==> config.mk <==
export PLATFORM = sky130hd
export DESIGN_NAME = n64adv2_rst_sequencer
export DESIGN_NICKNAME = d
export VERILOG_FILES = /design/src/rtl/n64adv2_rst_pkg.sv /design/src/rtl/n64adv2_sync_bits.sv /design/src/rtl/n64adv2_rst_sequencer.sv
export SDC_FILE = /design/constraint.sdc
export NUM_CORES = 1
export LEC_CHECK = 0
export ABC_AREA = 1
export BUFFER_PORTS_ARGS = -buffer_cell sky130_fd_sc_hd__buf_2
export CORE_ASPECT_RATIO = 1.75
export CORE_UTILIZATION = 50
export CTS_CLUSTER_DIAMETER = 60
export DETAILED_ROUTE_END_ITERATION = 10
export GPL_TIMING_DRIVEN = 0
export PLACE_DENSITY_LB_ADDON = 0.1
export SETUP_SLACK_MARGIN = 0.5
export SLEW_MARGIN = 10
export SYNTH_ARGS = -nofsm -noshare
export SYNTH_HDL_FRONTEND = slang
export SYNTH_HIERARCHICAL = 1
export SYNTH_SLANG_ARGS = --single-unit
==> constraint.sdc <==
create_clock -name clk -period 1.67 [get_ports clk]
set_clock_uncertainty 0.05 [all_clocks]
set_input_delay 0.167 -clock clk [delete_from_list [all_inputs] [get_ports clk]]
set_output_delay 0.167 -clock clk [all_outputs]
set_load 0.02 [all_outputs]
==> src/rtl/n64adv2_rst_pkg.sv <==
// Shared types and defaults for the N64Adv2 housekeeping reset sequencer.
// The state encoding is visible on state_o for debug.
package n64adv2_rst_pkg;

  typedef enum logic [2:0] {
    ST_RESET     = 3'd0,
    ST_WAIT_LOCK = 3'd1,
    ST_RELEASE   = 3'd2,
    ST_RUN       = 3'd3,
    ST_SOFT      = 3'd4
  } state_t;

  localparam int unsigned DEF_NUM_CH       = 4;
  localparam int unsigned DEF_DLY_W        = 8;
  localparam logic [31:0] DEF_CH_DELAY     = {8'd0, 8'd0, 8'd16, 8'd255};
  localparam logic [3:0]  DEF_PERSIST_MASK = 4'b0001;

  // ceil(log2(n)), never less than 1 so index registers always exist
  function automatic int unsigned clog2_min1(input int unsigned n);
    int unsigned r;
    r = 0;
    for (int unsigned i = 0; i < 32; i++) begin
      if ((64'd1 << r) < 64'(n)) r = r + 1;
    end
    return (r == 0) ? 1 : r;
  endfunction

endpackage

==> src/rtl/n64adv2_sync_bits.sv <==
// Multi-bit flip-flop synchroniser chain with synchronous clear.
// Each bit is an independent level; no cross-bit coherency is implied.
module n64adv2_sync_bits
  import n64adv2_rst_pkg::*;
#(
  parameter int unsigned WIDTH  = 1,
  parameter int unsigned STAGES = 2
) (
  input  logic             clk,
  input  logic             clr,
  input  logic [WIDTH-1:0] d,
  output logic [WIDTH-1:0] q
);

  logic [STAGES-1:0][WIDTH-1:0] chain;

  always_ff @(posedge clk) begin
    if (clr) begin
      chain <= '0;
    end else begin
      chain <= {chain[STAGES-2:0], d};
    end
  end

  assign q = chain[STAGES-1];

endmodule

==> src/rtl/n64adv2_rst_sequencer.sv <==
// Multi-channel reset sequencer: PLL-lock gating, ordered per-channel release
// with qualified delays, dependency cascade, soft reset and lock-loss restart.
module n64adv2_rst_sequencer
  import n64adv2_rst_pkg::*;
#(
  parameter int unsigned              NUM_CH       = DEF_NUM_CH,
  parameter int unsigned              DLY_W        = DEF_DLY_W,
  parameter logic [NUM_CH*DLY_W-1:0]  CH_DELAY     = DEF_CH_DELAY,
  parameter int unsigned              SYNC_STAGES  = 2,
  parameter int unsigned              SOFT_LEN     = 16,
  parameter logic [NUM_CH-1:0]        PERSIST_MASK = DEF_PERSIST_MASK
) (
  input  logic              clk,
  input  logic              rst,
  input  logic              pll_locked_i,
  input  logic [NUM_CH-1:0] rst_req_n_i,
  input  logic [NUM_CH-1:0] ch_en_i,
  input  logic              soft_rst_i,
  output logic [NUM_CH-1:0] nrst_o,
  output logic              seq_done_o,
  output logic [2:0]        state_o
);

  localparam int unsigned IDX_W  = clog2_min1(NUM_CH);
  localparam int unsigned SOFT_W = clog2_min1(SOFT_LEN);
  localparam int unsigned SW     = 2 * NUM_CH + 1;

  logic [SW-1:0]     sync_d;
  logic [SW-1:0]     sync_q;
  logic              lock_s;
  logic [NUM_CH-1:0] en_s;
  logic [NUM_CH-1:0] req_s;

  assign sync_d = {pll_locked_i, ch_en_i, rst_req_n_i};

  n64adv2_sync_bits #(
    .WIDTH  (SW),
    .STAGES (SYNC_STAGES)
  ) u_sync (
    .clk (clk),
    .clr (rst),
    .d   (sync_d),
    .q   (sync_q)
  );

  assign lock_s = sync_q[SW-1];
  assign en_s   = sync_q[2*NUM_CH-1:NUM_CH];
  assign req_s  = sync_q[NUM_CH-1:0];

  state_t            state;
  logic [IDX_W-1:0]  idx;
  logic [DLY_W-1:0]  cnt;
  logic [SOFT_W-1:0] soft_cnt;
  logic [NUM_CH-1:0] nrst;
  logic              seq_done;

  function automatic logic [IDX_W-1:0] lowest_zero(input logic [NUM_CH-1:0] v);
    lowest_zero = '0;
    for (int unsigned i = NUM_CH; i > 0; i--) begin
      if (!v[i-1]) lowest_zero = IDX_W'(i - 1);
    end
  endfunction

  logic [DLY_W-1:0]  cur_dly;
  logic              cur_qual;
  logic              cur_rel;
  logic [NUM_CH-1:0] idx_oh;
  logic              last_idx;
  int unsigned       req_k;
  logic              req_any_low;
  logic [NUM_CH-1:0] cascade_nrst;
  logic [IDX_W-1:0]  cascade_idx;

  always_comb begin
    cur_dly  = '0;
    cur_qual = 1'b0;
    cur_rel  = 1'b0;
    idx_oh   = '0;
    for (int unsigned i = 0; i < NUM_CH; i++) begin
      if (idx == IDX_W'(i)) begin
        cur_dly   = CH_DELAY[i*DLY_W +: DLY_W];
        cur_qual  = req_s[i] & en_s[i];
        cur_rel   = nrst[i];
        idx_oh[i] = 1'b1;
      end
    end
    last_idx = (idx == IDX_W'(NUM_CH - 1));
  end

  // Downstream channels depend on upstream ones, so a request on k drops k and
  // everything above it; released persistent channels above k are spared.
  always_comb begin
    req_k = NUM_CH;
    for (int unsigned i = NUM_CH; i > 0; i--) begin
      if (!req_s[i-1]) req_k = i - 1;
    end
    req_any_low  = (req_k < NUM_CH);
    cascade_nrst = nrst;
    for (int unsigned j = 0; j < NUM_CH; j++) begin
      if (j >= req_k && !(j > req_k && PERSIST_MASK[j] && nrst[j])) begin
        cascade_nrst[j] = 1'b0;
      end
    end
    // Resume at the lowest dropped channel so nothing below k is skipped
    cascade_idx = lowest_zero(cascade_nrst);
  end

  always_ff @(posedge clk) begin
    if (rst) begin
      state    <= ST_RESET;
      idx      <= '0;
      cnt      <= '0;
      soft_cnt <= '0;
      nrst     <= '0;
      seq_done <= 1'b0;
    end else begin
      seq_done <= 1'b0;
      if (state != ST_RESET && !lock_s) begin
        nrst  <= '0;
        cnt   <= '0;
        state <= ST_WAIT_LOCK;
      end else begin
        case (state)
          ST_RESET: begin
            state <= ST_WAIT_LOCK;
          end
          ST_WAIT_LOCK: begin
            state <= ST_RELEASE;
            idx   <= lowest_zero(nrst);
            cnt   <= '0;
          end
          default: begin
            if (req_any_low) begin
              nrst  <= cascade_nrst;
              idx   <= cascade_idx;
              cnt   <= '0;
              state <= ST_RELEASE;
            end else if (soft_rst_i && state != ST_SOFT) begin
              nrst     <= nrst & PERSIST_MASK;
              soft_cnt <= '0;
              state    <= ST_SOFT;
            end else begin
              case (state)
                ST_RELEASE: begin
                  if (cur_rel || (cur_qual && cnt == cur_dly)) begin
                    nrst <= nrst | idx_oh;
                    cnt  <= '0;
                    if (last_idx) begin
                      state    <= ST_RUN;
                      seq_done <= 1'b1;
                    end else begin
                      idx <= idx + 1'b1;
                    end
                  end else if (cur_qual) begin
                    cnt <= cnt + 1'b1;
                  end else begin
                    cnt <= '0;
                  end
                end
                ST_RUN: begin
                  seq_done <= 1'b1;
                end
                ST_SOFT: begin
                  if (soft_cnt == SOFT_W'(SOFT_LEN - 1)) begin
                    cnt <= '0;
                    if (&nrst) begin
                      state    <= ST_RUN;
                      seq_done <= 1'b1;
                    end else begin
                      state <= ST_RELEASE;
                      idx   <= lowest_zero(nrst);
                    end
                  end else begin
                    soft_cnt <= soft_cnt + 1'b1;
                  end
                end
                default: ;
              endcase
            end
          end
        endcase
      end
    end
  end

  assign nrst_o     = nrst;
  assign seq_done_o = seq_done;
  assign state_o    = state;

endmodule

==> flow_summary.json <==
{
  "critical_path_depth": 14,
  "holdBufCountCts": 0,
  "timing.final.crit_period_ps": 1770,
  "rsz0062_at_grt": "true",
  "grt_max_degree": 14,
  "grt_pass1_wl_um": 8420,
  "hold_viol": 1,
  "cts.sinks": 40,
  "drive_gt1_share_pct": 35.0,
  "synthMuxAreaShare_pct": 0,
  "worst_slew_pin_slew_ps": 451,
  "p_per_area_mw_per_mm2": 695,
  "cts_made_buffers": 5,
  "synthXorXnorAreaFrac_pct": 1.13,
  "final_util_pct": 67.5,
  "violations": "hold timing, setup timing",
  "cts.clk_slew.worst_paths_ps": 80,
  "start_util_pct": 52.2,
  "min_path_cells": 2,
  "synth-simple-area-share_pct": 36.4,
  "synth-compound-area-share_pct": 10.2,
  "cp_data_required_time_ps": 1820,
  "drc": 0,
  "status": "complete, but fails checks",
  "cpPeakStageDelay_ps": 390,
  "die_w_um": 53.5,
  "fin_ws_ps": -103,
  "drv_cap": 0,
  "first_iter_violations": 44,
  "place.gp.congestion": 0.913,
  "netlist_area_mm2": 0.00232,
  "critPathLaunchType": "register",
  "r2r_cells": 14,
  "antenna_found_initial": 0,
  "setup_tns_ps": -1110,
  "p_leak_nw": 1.32,
  "num_rows": 32,
  "postSynthAreaPerCell_um2": 6.65,
  "critPathBufInv": 1,
  "drt_pass1_iterations": 4,
  "port_buffers": 19,
  "crit_type": "reg2reg",
  "peakVddDrop_uv": 588,
  "r2r_slack_ps": -100,
  "yosysUniqueCellTypes": 33,
  "syn_inst": 349,
  "grt_usage_pct": 23.2,
  "arrival_ps": 1920,
  "slew_headroom_pct": 69.7,
  "synth-seq-area-share_pct": 34.5,
  "hp-class": "in2reg",
  "cp_cell_sequence": "ha_4, buf_6, nor2_4, nand2_1, nand2_1, nand2_2, a21oi_2, nand2_2, nand2_4, nand2_4, nand2_4, nand3_2, nand2_1, nor2_1",
  "dp_cells": 419,
  "synth_top_family_by_area": "simple AND/OR/NAND/NOR gates",
  "yosys_warnings": 6,
  "hpwl_um": 4110,
  "die-area_mm2": 0.00493,
  "nets": 404,
  "grt_pass1_vias": 2044,
  "h-tree-depth": 2,
  "setup_viol": 18,
  "fmax_mhz": 564,
  "num-fill-cells": 373,
  "endpoint_kind": "register",
  "clock-root-buffer": "clkbuf_8",
  "multi_input_area_mm2": 0.00147,
  "routedWlPerCell_um": 12.5,
  "min_period_over_period_pct": 106,
  "syn_nets": 368,
  "grt_overflow_total": 0,
  "finalNonFillerCells": 437,
  "ys_seq_elements": 40,
  "viasPerCell": 5.17,
  "core_mm2": 0.00444,
  "finalPower_w": 0.00208,
  "seq_area_um2": 828,
  "cp_slowest_cell": "dfxtp_4",
  "critPathMaxFanout": 5,
  "vias": 2258,
  "die_h_um": 92.1,
  "area.growth.synth_to_final_pct": 29.2,
  "wl_um": 5460,
  "final-max-slew-violation-count": 0,
  "synth_fa_ha_area_share_pct": 3.77,
  "n_antenna_cell": 0,
  "clk-insertion-delay-late_ps": 300,
  "ant_nets": 0,
  "cts_tree": "done",
  "whs_ps": -2.34,
  "cpLargestDelayFamily": "simple AND/OR/NAND/NOR gates",
  "io_pins": 20,
  "clockBufferDepth": 2
}
==> registers in the layout (all words and copies together), names as in the netlist <==
name          cells
u_sync/chain      9
u_sync/q          9
cnt               8
nrst_o            4
soft_cnt          4
state_o           3
idx               2
seq_done_o        1
==> where the power goes <==
part | internal, W | switching [W]
clock | 0.000444 | 0.000359
combinational | 0.000111 | 0.000172
sequential | 0.000978 | 0.0000200
total | 0.00153 | 0.000551
==> stage by stage <==
step | setup WS [ps] | cell area [µm²]
2_1_floorplan | 81.8 | 2480
3_3_place_gp | -145 | 2640
3_5_place_dp | -168 | 2640
4_1_cts | -58.6 | 2880
5_1_grt | -245 | 3000
6_report | -103 | 3000
==> placed cells by master, fill, tap and decap left out, types with 2 or more instances in the layout <==
| cell | count |
|---|---|
| nand2_1 | 57 |
| nor2_1 | 52 |
| inv_1 | 48 |
| dfxtp_1 | 28 |
| buf_2 | 19 |
| nand3_1 | 16 |
| a21oi_1 | 16 |
| buf_4 | 16 |
| nand2_2 | 14 |
| o21ai_0 | 13 |
| nand2_4 | 8 |
| nand3_2 | 8 |
| nor2_2 | 7 |
| nor3_1 | 7 |
| dfxtp_2 | 7 |
| inv_2 | 6 |
| nor2_4 | 6 |
| buf_6 | 5 |
| ha_4 | 5 |
| clkbuf_8 | 5 |
| dfxtp_4 | 5 |
| nand3_4 | 4 |
| o21ai_1 | 4 |
| inv_6 | 3 |
| inv_4 | 3 |
| a21oi_2 | 3 |
| xor2_1 | 3 |
| o21ai_4 | 2 |
| o21ai_2 | 2 |
==> final cells by class <==
type                            count  share of cell area [%]
Timing Repair Buffer               29                    5.67
Clock inverter                      3                    1.38
Clock buffer                        5                    2.29
Inverter                           59                    8.05
Tap cell                           51                    2.13
Sequential cell                    40                    27.6
Buffer                             12                    3.88
Multi-Input combinational cell    238                    49.0
==> synthesized netlist by cell type, drive strengths merged <==
| cell type | n | area, µm² |
|---|---|---|
| buf | 12 | 98.8 |
| nand2 | 79 | 317 |
| a31oi | 1 | 6.26 |
| nand3b | 1 | 7.51 |
| dfxtp | 40 | 801 |
| o21ai | 21 | 120 |
| nor3b | 1 | 12.5 |
| or2 | 1 | 6.26 |
| a21oi | 19 | 95.1 |
| nand4 | 1 | 6.26 |
| a211oi | 1 | 7.51 |
| nand3 | 28 | 163 |
| xor2 | 3 | 26.3 |
| inv | 59 | 224 |
| ha | 7 | 87.6 |
| nor2 | 66 | 294 |
| o311ai | 1 | 8.76 |
| nor3 | 8 | 40.0 |
==> path summary, 6_finish.rpt <==
| kind | start | to |
|---|---|---|
| worst max-delay path | idx[1] | state_o[2] |
| worst max register to register | idx[1] | state_o[2] |
| worst min register to register | u_sync/chain[8] | u_sync/q[8] |
| worst min-delay path | rst | soft_cnt[1] |
==> logic make-up after synthesis <==
group                    Yosys count
flip-flops                        40
AND/OR/NAND/NOR                  185
buffers and inverters             71
AO/OA/AOI/OAI                     43
adder cells (fa/ha/maj)            7
XOR/XNOR                           3
==> per-layer routing <==
layer | track usage (%) | vias to the layer above | part of all wire [%]
met3 | 2.99 | 18 | 2.7
met5 | 0 | - | 0
met1 | 21.8 | 1029 | 37
met2 | 43.6 | 60 | 57
met4 | 14.0 | 0 | 3.8
li1 | - | 1151 | -
==> worst reg2reg max path, delay by kind of cell (launching register included) <==
kind	cells	cell delay (ps)
compound gates	1	120
fa+ha+maj	1	160
buf+inv	1	120
flops	1	390
simple gates	11	830
==> timing repair <==
| action | CTS | global route |
|---|---|---|
| setup endpoints to repair | 22 | 24 |
| resized for setup | 23 | 26 |
| setup buffers | 8 | 2 |
| endpoints found under the hold margin | 0 | 0 |
| pin swaps | 10 | 14 |
| cloned | 0 | 0 |
Note: power is estimated with default switching activity, not from simulation.
